## src/rtl/hex_display_sequencer.sv

```systemverilog
// Binary to decimal 7-segment sequencer: double-dabble, scanned decode, atomic commit.
// Define LEADING_ZERO_BLANK_EN to blank zero digits above the most significant digit.
module hex_display_sequencer #(
  parameter int BIN_W = 20,
  parameter int NDIG  = 6
) (
  input  logic              clock,
  input  logic              resetn,
  input  logic              in_valid,
  input  logic [BIN_W-1:0]  bin_in,
  output logic              in_ready,
  output logic              busy,
  output logic              done,
  output logic [NDIG*7-1:0] hex_out
);

  localparam int CW = (BIN_W > 1) ? $clog2(BIN_W) : 1;
  localparam int IW = (NDIG > 1) ? $clog2(NDIG) : 1;
  localparam int BW = NDIG * 4;
  localparam int HW = NDIG * 7;
  localparam logic [BIN_W-1:0] MAX_VAL = BIN_W'(10**NDIG - 1);
  localparam logic [6:0] SEG_BLANK = 7'h7F;
  localparam logic [6:0] SEG_DASH  = 7'h3F;
`ifdef LEADING_ZERO_BLANK_EN
  localparam logic [HW-1:0] RST_PAT = {{(NDIG-1){7'h7F}}, 7'h40};
`else
  localparam logic [HW-1:0] RST_PAT = {NDIG{7'h40}};
`endif

  typedef enum logic [1:0] {
    IDLE,
    CONV,
    SCAN,
    COMMIT
  } state_e;

  state_e           state_q, state_d;
  logic [BIN_W-1:0] bin_q, bin_d;
  logic [BW-1:0]    bcd_q, bcd_d;
  logic [CW-1:0]    cnt_q, cnt_d;
  logic [IW-1:0]    idx_q, idx_d;
  logic             ovf_q, ovf_d;
  logic [HW-1:0]    shadow_q, shadow_d;
  logic [HW-1:0]    hex_q, hex_d;
  logic             done_q, done_d;
  logic [BW-1:0]    adj;
  logic [3:0]       nib;
  logic [6:0]       seg;

  function automatic logic [6:0] seg7(input logic [3:0] d);
    logic [6:0] s;
    case (d)
      4'd0:    s = 7'h40;
      4'd1:    s = 7'h79;
      4'd2:    s = 7'h24;
      4'd3:    s = 7'h30;
      4'd4:    s = 7'h19;
      4'd5:    s = 7'h12;
      4'd6:    s = 7'h02;
      4'd7:    s = 7'h78;
      4'd8:    s = 7'h00;
      4'd9:    s = 7'h10;
      default: s = SEG_BLANK;
    endcase
    return s;
  endfunction

  always_comb begin
    adj = bcd_q;
    for (int i = 0; i < NDIG; i++) begin
      if (bcd_q[i*4 +: 4] >= 4'd5) begin
        adj[i*4 +: 4] = bcd_q[i*4 +: 4] + 4'd3;
      end
    end
  end

`ifdef LEADING_ZERO_BLANK_EN
  logic [NDIG-1:0] lz;
  logic            zero_above;

  // Digit i is a leading zero when it and every higher digit are zero.
  always_comb begin
    lz = '0;
    zero_above = 1'b1;
    for (int i = NDIG - 1; i >= 0; i--) begin
      zero_above = zero_above & (bcd_q[i*4 +: 4] == 4'd0);
      lz[i] = zero_above & (i != 0);
    end
  end
`endif

  always_comb begin
    nib = bcd_q[idx_q*4 +: 4];
    if (ovf_q) begin
      seg = SEG_DASH;
    end else begin
      seg = seg7(nib);
`ifdef LEADING_ZERO_BLANK_EN
      if (lz[idx_q]) begin
        seg = SEG_BLANK;
      end
`endif
    end
  end

  always_comb begin
    state_d  = state_q;
    bin_d    = bin_q;
    bcd_d    = bcd_q;
    cnt_d    = cnt_q;
    idx_d    = idx_q;
    ovf_d    = ovf_q;
    shadow_d = shadow_q;
    hex_d    = hex_q;
    done_d   = 1'b0;
    unique case (state_q)
      IDLE: begin
        if (in_valid) begin
          state_d = CONV;
          bin_d   = bin_in;
          bcd_d   = '0;
          cnt_d   = CW'(BIN_W - 1);
          ovf_d   = (bin_in > MAX_VAL);
        end
      end
      CONV: begin
        {bcd_d, bin_d} = {adj[BW-2:0], bin_q, 1'b0};
        cnt_d = cnt_q - CW'(1);
        if (cnt_q == '0) begin
          state_d = SCAN;
          idx_d   = '0;
        end
      end
      SCAN: begin
        shadow_d[idx_q*7 +: 7] = seg;
        idx_d = idx_q + IW'(1);
        if (idx_q == IW'(NDIG - 1)) begin
          state_d = COMMIT;
        end
      end
      COMMIT: begin
        hex_d   = shadow_q;
        done_d  = 1'b1;
        state_d = IDLE;
      end
      default: state_d = IDLE;
    endcase
  end

  always_ff @(posedge clock or negedge resetn) begin
    if (!resetn) begin
      state_q  <= IDLE;
      bin_q    <= '0;
      bcd_q    <= '0;
      cnt_q    <= '0;
      idx_q    <= '0;
      ovf_q    <= 1'b0;
      shadow_q <= RST_PAT;
      hex_q    <= RST_PAT;
      done_q   <= 1'b0;
    end else begin
      state_q  <= state_d;
      bin_q    <= bin_d;
      bcd_q    <= bcd_d;
      cnt_q    <= cnt_d;
      idx_q    <= idx_d;
      ovf_q    <= ovf_d;
      shadow_q <= shadow_d;
      hex_q    <= hex_d;
      done_q   <= done_d;
    end
  end

  assign in_ready = (state_q == IDLE);
  assign busy     = (state_q != IDLE);
  assign done     = done_q;
  assign hex_out  = hex_q;

endmodule
```

## config.mk

```make
export PLATFORM = sky130hd
export DESIGN_NAME = hex_display_sequencer
export DESIGN_NICKNAME = d
export VERILOG_FILES = /design/src/rtl/hex_display_sequencer.sv
export SDC_FILE = /design/constraint.sdc
export NUM_CORES = 1
export LEC_CHECK = 0
export BUFFER_PORTS_ARGS = -buffer_cell sky130_fd_sc_hd__clkbuf_2
export CAP_MARGIN = 20
export CORE_MARGIN = 2
export CORE_UTILIZATION = 59
export CTS_CLUSTER_DIAMETER = 150
export CTS_CLUSTER_SIZE = 16
export DETAILED_ROUTE_END_ITERATION = 10
export GPL_TIMING_DRIVEN = 0
export PLACE_DENSITY = 0.78
export SYNTH_ARGS = -nofsm -noshare
export SYNTH_HDL_FRONTEND = slang
export SYNTH_SLANG_ARGS = --single-unit
```

## constraint.sdc

```tcl
create_clock -name clock -period 4.03 [get_ports clock]
set_clock_uncertainty 0.2 [all_clocks]
set_input_delay 0.403 -clock clock [delete_from_list [all_inputs] [get_ports clock]]
set_output_delay 0.403 -clock clock [all_outputs]
set_load 0.02 [all_outputs]
```

[Word-level counts from Yosys, hierarchy flattened]
Memory sizes are Yosys's and may differ from the RTL's.
Cells that the tools add are included.
Operators by class
  $lt $le $gt $ge: 7
  mux-type cells: 21
  equal/unequal tests: 7
  shifts and indexed selects: 3
  reductions and logical operators: 9
  add/subtract/negate cells: 9
  multiply operators: 1
Operators by type and width (number)
  24-bit one-hot mux with 2 select lines: 1
  42-bit bitwise mux: 1
  7-bit by 34-bit variable shift with 42-bit output, first input constant: 1
  7-bit by 34-bit variable part select with 42-bit output: 1
  20-bit one-hot mux with 2 select lines: 1
  6-bit negator with 34-bit output: 1
  4-bit by 3-bit greater-or-equal comparator with 1-bit output, second input constant: 6
  24-bit two-way mux: 1
  24-bit by 6-bit variable part select with 4-bit output: 1
  4-bit by 2-bit adder with 4-bit output, second input constant: 5
  20-bit > comparator, second input constant: 1
  20-bit two-way mux: 1
  4-bit two-way mux: 5
  5-bit one-hot mux with 2 select lines: 1
  2-bit one-hot mux with 4 select lines: 1
  7-bit two-way mux: 1
  3-bit by 3-bit multiplier with 6-bit output, second input constant: 1
  2-bit two-way mux: 3
  3-bit two-way mux: 2
  2-bit != test, second input constant: 3
  3-bit one-hot mux with 2 select lines: 1
  2-bit AND reduction: 3
  2-bit nonzero test: 3
  5-bit zero test: 1
  other kinds (10): 11
Word-level totals
  ROM bits: 112
  register bits: 140
  word-level logic and storage cells: 67
  memories: 1
  input bits: 23
  output and inout bits: 45
Memories
  (no name shown): words 16, bits a word 7, read ports 1, clocked after Yosys merged registers in 0, write ports 0, RTL line 52  | case (d)

[Depth between registers and ports, before layout]
Gate-level depths: netlist of the first run.
An unclocked memory read counts as a cell.
  word-level depth: 5
  mapped depth: 11

[Worst setup path before layout of the first run]
Ideal clock, no wire load.
  kind: flip-flop to flip-flop
  start point: register idx_q[0]
  end point: register shadow_q[18]
  period minus slack after synthesis: 2847 ps
  path buffers: 2
  path slack: 1183 ps
  arrival: 2505 ps
  cell stages (with the launch flop): 11
  cells stage by stage: dfrtp_1 -> buf_2 -> buf_2 -> mux2_2 -> nand2_1 -> nand3_1 -> inv_1 -> ha_1 -> or4b_2 -> o311ai_1 -> a31oi_1
Between the ends
  cells in the longest elaborated chain, start to end: 5
  elaborated cells on any way between the ends: 8
Ends and longest elaborated chain
  from (decl): RTL line 41  | logic [IW-1:0] idx_q, idx_d;
  from (signal assigned): RTL line 166  | idx_q <= idx_d;
  parallel branches: the longest is 4 deep, another holds 6-bit negator with 34-bit output
  42-bit bitwise mux *: RTL line 135  | shadow_d[idx_q*7 +: 7] = seg;
  to (signal assigned): RTL line 168  | shadow_q <= shadow_d;
  to (decl): RTL line 43  | logic [HW-1:0] shadow_q, shadow_d;
Every way passes the cells marked *.
A chain may end at the register's enable or synchronous reset.

[Worst setup path in the final report of the first run]
  start point: register idx_q[0]
  end point: register shadow_q[21]
The elaborated chain is that of the path after synthesis.

==> results of run 1 <==
-- stage by stage --
step                      hold WS (ps)  utilization  total power, mW  cell area, µm²  setup WS (ps)
after floorplan                 -92.59            -            3.932            6959           1183
after global placement           264.9       0.6517            4.538            7473          222.4
after detailed placement         179.5       0.6549            4.654            7510          585.1
after CTS                        28.79       0.7114            6.390            8158          587.1
after global routing             47.93       0.7114            6.760            8158          258.8
final                            34.41       0.7114            6.390            8158          500.3
-- cells in the final DEF, fill, tap and decap left out, types with 25 or more instances in the layout --
cell type / n
dfrtp_1: 128
mux2_2: 74
clkbuf_2: 66
a21oi_1: 40
o22ai_1: 40
nand2_1: 37
ha_1: 29
clkbuf_1: 28
inv_1: 27
o21ai_0: 25
-- where the power goes --
group,switching [mW],internal [mW]
Sequential,0.324,1.88
Combinational,1.49,1.00
Clock,0.577,1.11
Total,2.40,3.99
-- flip-flops by register name, indices dropped and copies added (netlist names) --
register  cells
state_q       2
idx_q         3
cnt_q         5
hex_out      42
ovf_q         1
done          1
shadow_q     42
bin_q        20
bcd_q        24
-- what timing repair did --
action                                 in CTS  in global routing
endpoints found under the hold margin      48                  0
hold buffers                                1                  0
setup buffers                               0                  0
setup endpoints to repair                   0                  0
-- path summary, 6_finish.rpt --
check / from / to / slack (ps) / cells after the start
worst max-delay path: idx_q[0] / shadow_q[21] / 500 / 9
worst min-delay path: bin_in[0] / bin_q[0] / 30 / 2
worst max register to register: idx_q[0] / shadow_q[21] / 500 / 9
worst min register to register: shadow_q[1] / shadow_q[1] / 290 / 2
max in group asynchronous: resetn / shadow_q[41] / 2550 / 3
min in group asynchronous: resetn / hex_out[28] / 290 / 2
-- cell families after synthesis --
logic type	synth area share
AOI/OAI and AO/OA	0.1615
DFF	0.5056
and+or+nand+nor	0.08702
muxes	0.1408
buffers and inverters	0.03416
adders and majority gates	0.05214
xor gates and xnor gates	0.01888
-- final cells by class --
type	instances	area, µm²	area share
well taps	143	178.9	0.02193
inverters	27	101.3	0.01242
clock buffers	20	446.7	0.05475
flip-flops and latches	140	3518	0.4313
clock inverters	11	191.4	0.02347
multi-input cells	427	3203	0.3926
plain buffers	34	136.4	0.01672
repair buffers	69	381.6	0.04678
-- worst max-delay path, stage by stage, from the launching register on --
cell	delay (ps)
dfrtp_1	400
buf_2	260
buf_2	290
inv_1	130
ha_1	290
xnor2_1	240
nand3_1	340
nor3_1	930
a31oi_1	230
nand3_1	150
-- metal layers --
layer  vias to the layer above  share of wire
met5                         -              0
met4                         0          0.024
met3                        33          0.061
met2                       198           0.50
met1                      2625           0.42
li1                       2493              -
==> results.toml, run 1 <==
[outcome]
status = "completed"

[cts]
cts_buffer_depth = 2
clk_pin_slew_ps = 60
cts_root_buffer = "clkbuf_16"
htree_levels = 4
numCtsBuffers = 17
cts_resized = 0
cts_sinks = 140
cts_tree = "built"
insertion_delay_ps = 420

[final_layout]
antenna_cells = 0
layoutNonFillerInstCount = 871
nNetsFinal = 768
syn_to_final_growth_pct = 17.22
n_fill_cell = 823
drive_above_1_share = 0.2665

[detailed_routing]
drcViolationCount = 0
drt_iter0_drc = 481
wl_mm = 16.14
viasPerCell = 6.141
vias = 5349
drtAntennaViolNets = 0
dr.pass1.iters = 5
wire_per_inst_um = 18.53

[worst_setup_path]
startpoint_type = "flip-flop"
cp-end-kind = "flip-flop"
worstSetupPathType = "flip-flop to flip-flop"
required_ps = 4180
cp_max_fo = 10
crit_arrival_ps = 3680

[global_route]
grt_pass1_vias = 5338
grt.total_usage = 0.2686
grt_use_met2 = 0.4295
top_usage_layer = "met2"
grt_first_pass_wirelength_mm = 26.88
grt_start_max_net_pins = 91
met3_usage = 0.06533
antenna_found_initial = 0
grtUsageMet1 = 0.3561
overflow = 0

[synth]
synth_top_area_frac = 0.4603
synth_commonest_cells = "128 x dfrtp_1, 74 x mux2_2, 40 x a21oi_1, 40 x o22ai_1, 37 x nand2_1"
syn_area_per_cell_um2 = 11.08
synth-main-ff-cell = "dfrtp_1"
synth_area_um2 = 6959
synth_enable_flop_cells = 0
async_reset_ff_frac = 1.000
yosys-top-cells-area = "dfrtp_1 46%, mux2_2 12%, ha_1 5.2%"
synth_seq_cells = 140
syn_inst = 628
yosysMostFrequentCell = "dfrtp_1"
syn_nets = 680
synth_cell_types = 51
synth_seq_area_share = 0.5056
yosys_warnings = 0
synth_top_area_cell = "dfrtp_1"

[floorplanning]
row_count = 39
pin_count = 68
die-area_um2 = 12680
die_y_um = 112.6
coreArea_um2 = 11470
initial_core_util = 0.6069
dieWidth_um = 112.6

[sta]
max_freq_mhz = 283.3
finalSetupViolCount = 0
tightest_slew_ps = 1076
drv_slew = 0
slew_headroom = 0.2769
finalCritPeriodShare = 0.8759
period_needed_ps = 3530
rsz0062_at_grt = "no"
hold_viol = 0
setup_tns_ps = 0

[placed_design]
gp_congestion = 0.8721
port_buffers = 67
hpwlAfterDp_mm = 10.92
placed_cells = 839

[hold_path]
hp-class = "input port to flip-flop"

[power]
peakVddDrop_mv = 0.6083
power_density_nw_per_um2 = 783.2
power.leakage_nw = 3.748

[job]
drv_cap = 0
Power figures use the tool's default switching activity.
==> run 2: changes to the inputs <==
Settings changed: CORE_UTILIZATION 59 to 60, CTS_BUF_LIST from default to sky130_fd_sc_hd__clkbuf_8, PLACE_DENSITY 0.78 to 0.79.
==> run 2 against run 1 <==
Compared with the run above: maximum frequency down 0.49%; register-to-register slack worse by 20 ps; clock power down 38%; non-clock buffer count up 1; hold slack better by 3.3 ps; clock-buffer cell count up 4; cell area down 3.1%; sequential share of layout area up 1.4 points; via count up 0.28%; highest routed layer unchanged.
==> results.toml, run 2 (synthesis gave the netlist of run 1 again) <==
[power]
power.leakage_nw = 3.640
finalPower_mw = 5.695
power_density_nw_per_um2 = 720.5
peakVddDrop_mv = 0.5059

[sta]
drv_slew = 0
tightest_slew_ps = 1091
hold_viol = 0
fin_ws_ps = 482.8
finalSetupViolCount = 0
period_needed_ps = 3547
max_freq_mhz = 281.9
slew_headroom = 0.2673
rsz0062_at_grt = "no"
fin_hold_ws_ps = 37.73
finalCritPeriodShare = 0.8802
setup_tns_ps = 0

[placed_design]
hpwlAfterDp_mm = 10.89
pre_cts_ws_ps = 563.4
placed_cell_area_um2 = 7510
placed_cells = 839
port_buffers = 67
gp_congestion = 0.8416

[floorplanning]
dieWidth_um = 111.7
row_count = 39
die-area_um2 = 12480
initial_core_util = 0.6121
coreArea_um2 = 11370
die_y_um = 111.7
pin_count = 68

[global_route]
overflow = 0
antenna_found_initial = 0
grt_use_met2 = 0.4133
grt_first_pass_wirelength_mm = 26.14
met3_usage = 0.05280
grt.total_usage = 0.2610
top_usage_layer = "met2"
grt_pass1_vias = 5306
grtUsageMet1 = 0.3514
grt_start_max_net_pins = 90

[detailed_routing]
drt_iter0_drc = 410
drcViolationCount = 0
wl_mm = 15.42
dr.pass1.iters = 5
wire_per_inst_um = 17.67
vias = 5364
drtAntennaViolNets = 0
viasPerCell = 6.144

[cts]
htree_levels = 4
numCtsBuffers = 17
cts_setup_buffers = 0
clk_pin_slew_ps = 80
cts_buffer_depth = 2
cts_tree = "built"
insertion_delay_ps = 460
cts_root_buffer = "clkbuf_8"
cts_resized = 0
cts_sinks = 140

[worst_setup_path]
worstSetupPathType = "flip-flop to flip-flop"
crit_arrival_ps = 3730
cp-end-kind = "flip-flop"
startpoint_type = "flip-flop"
regToRegSetupSlack_ps = 480
cp_max_fo = 10
required_ps = 4220

[final_layout]
nNetsFinal = 769
syn_to_final_growth_pct = 13.57
final_common_cell = "dfrtp_1"
fin_util = 0.6952
most-common-layout-cells = "128 x dfrtp_1, 74 x mux2_2, 66 x clkbuf_2"
layoutNonFillerInstCount = 873
antenna_cells = 0
design_area_um2 = 7904
drive_above_1_share = 0.2644

[job]
drv_cap = 0

[hold_path]
hp-class = "input port to flip-flop"

[outcome]
status = "completed"
-- run 2: path summary, 6_finish.rpt --
| path | start | endpoint | depth (start not counted) |
|---|---|---|---|
| hold / removal | bin_in[18] | ovf_q | 3 |
| setup / recovery | idx_q[0] | shadow_q[25] | 9 |
| hold reg to reg | bin_q[19] | bcd_q[0] | 2 |
| min in group asynchronous | resetn | hex_out[22] | 2 |
| setup reg to reg | idx_q[0] | shadow_q[25] | 9 |
| max in group asynchronous | resetn | hex_out[20] | 3 |
-- run 2: power by group --
part,switching (mW),internal [mW]
clock network,0.507,0.532
registers,0.315,1.88
logic,1.46,1.00
-- run 2: per-layer routing --
metal,part of all wire,up-vias
li1,-,2502
met1,0.44,2663
met2,0.48,151
met3,0.043,48
met4,0.030,0
met5,0,-
-- run 2: final cells by class --
type	count	area, µm²
buffer	34	136.4
clock buffer	24	330.3
clock inverter	8	43.79
fill	848	3466
inverter	27	101.3
multi-input combinational	427	3203
sequential	140	3518
tap	143	178.9
timing repair buffer	70	391.6
-- run 2: timing repair --
action | 4_1_cts | 5_1_grt
hold endpoints to repair | 50 | 0
hold buffers | 2 | 0
endpoints found under the setup margin | 0 | 0
-- run 2: critical path: stages (launching register included) --
cell     delay (ps)
dfrtp_1         410
buf_2           260
buf_2           290
inv_1           130
ha_1            280
xnor2_1         230
nand3_1         350
nor3_1          950
nand4_1         250
nand3_1         120
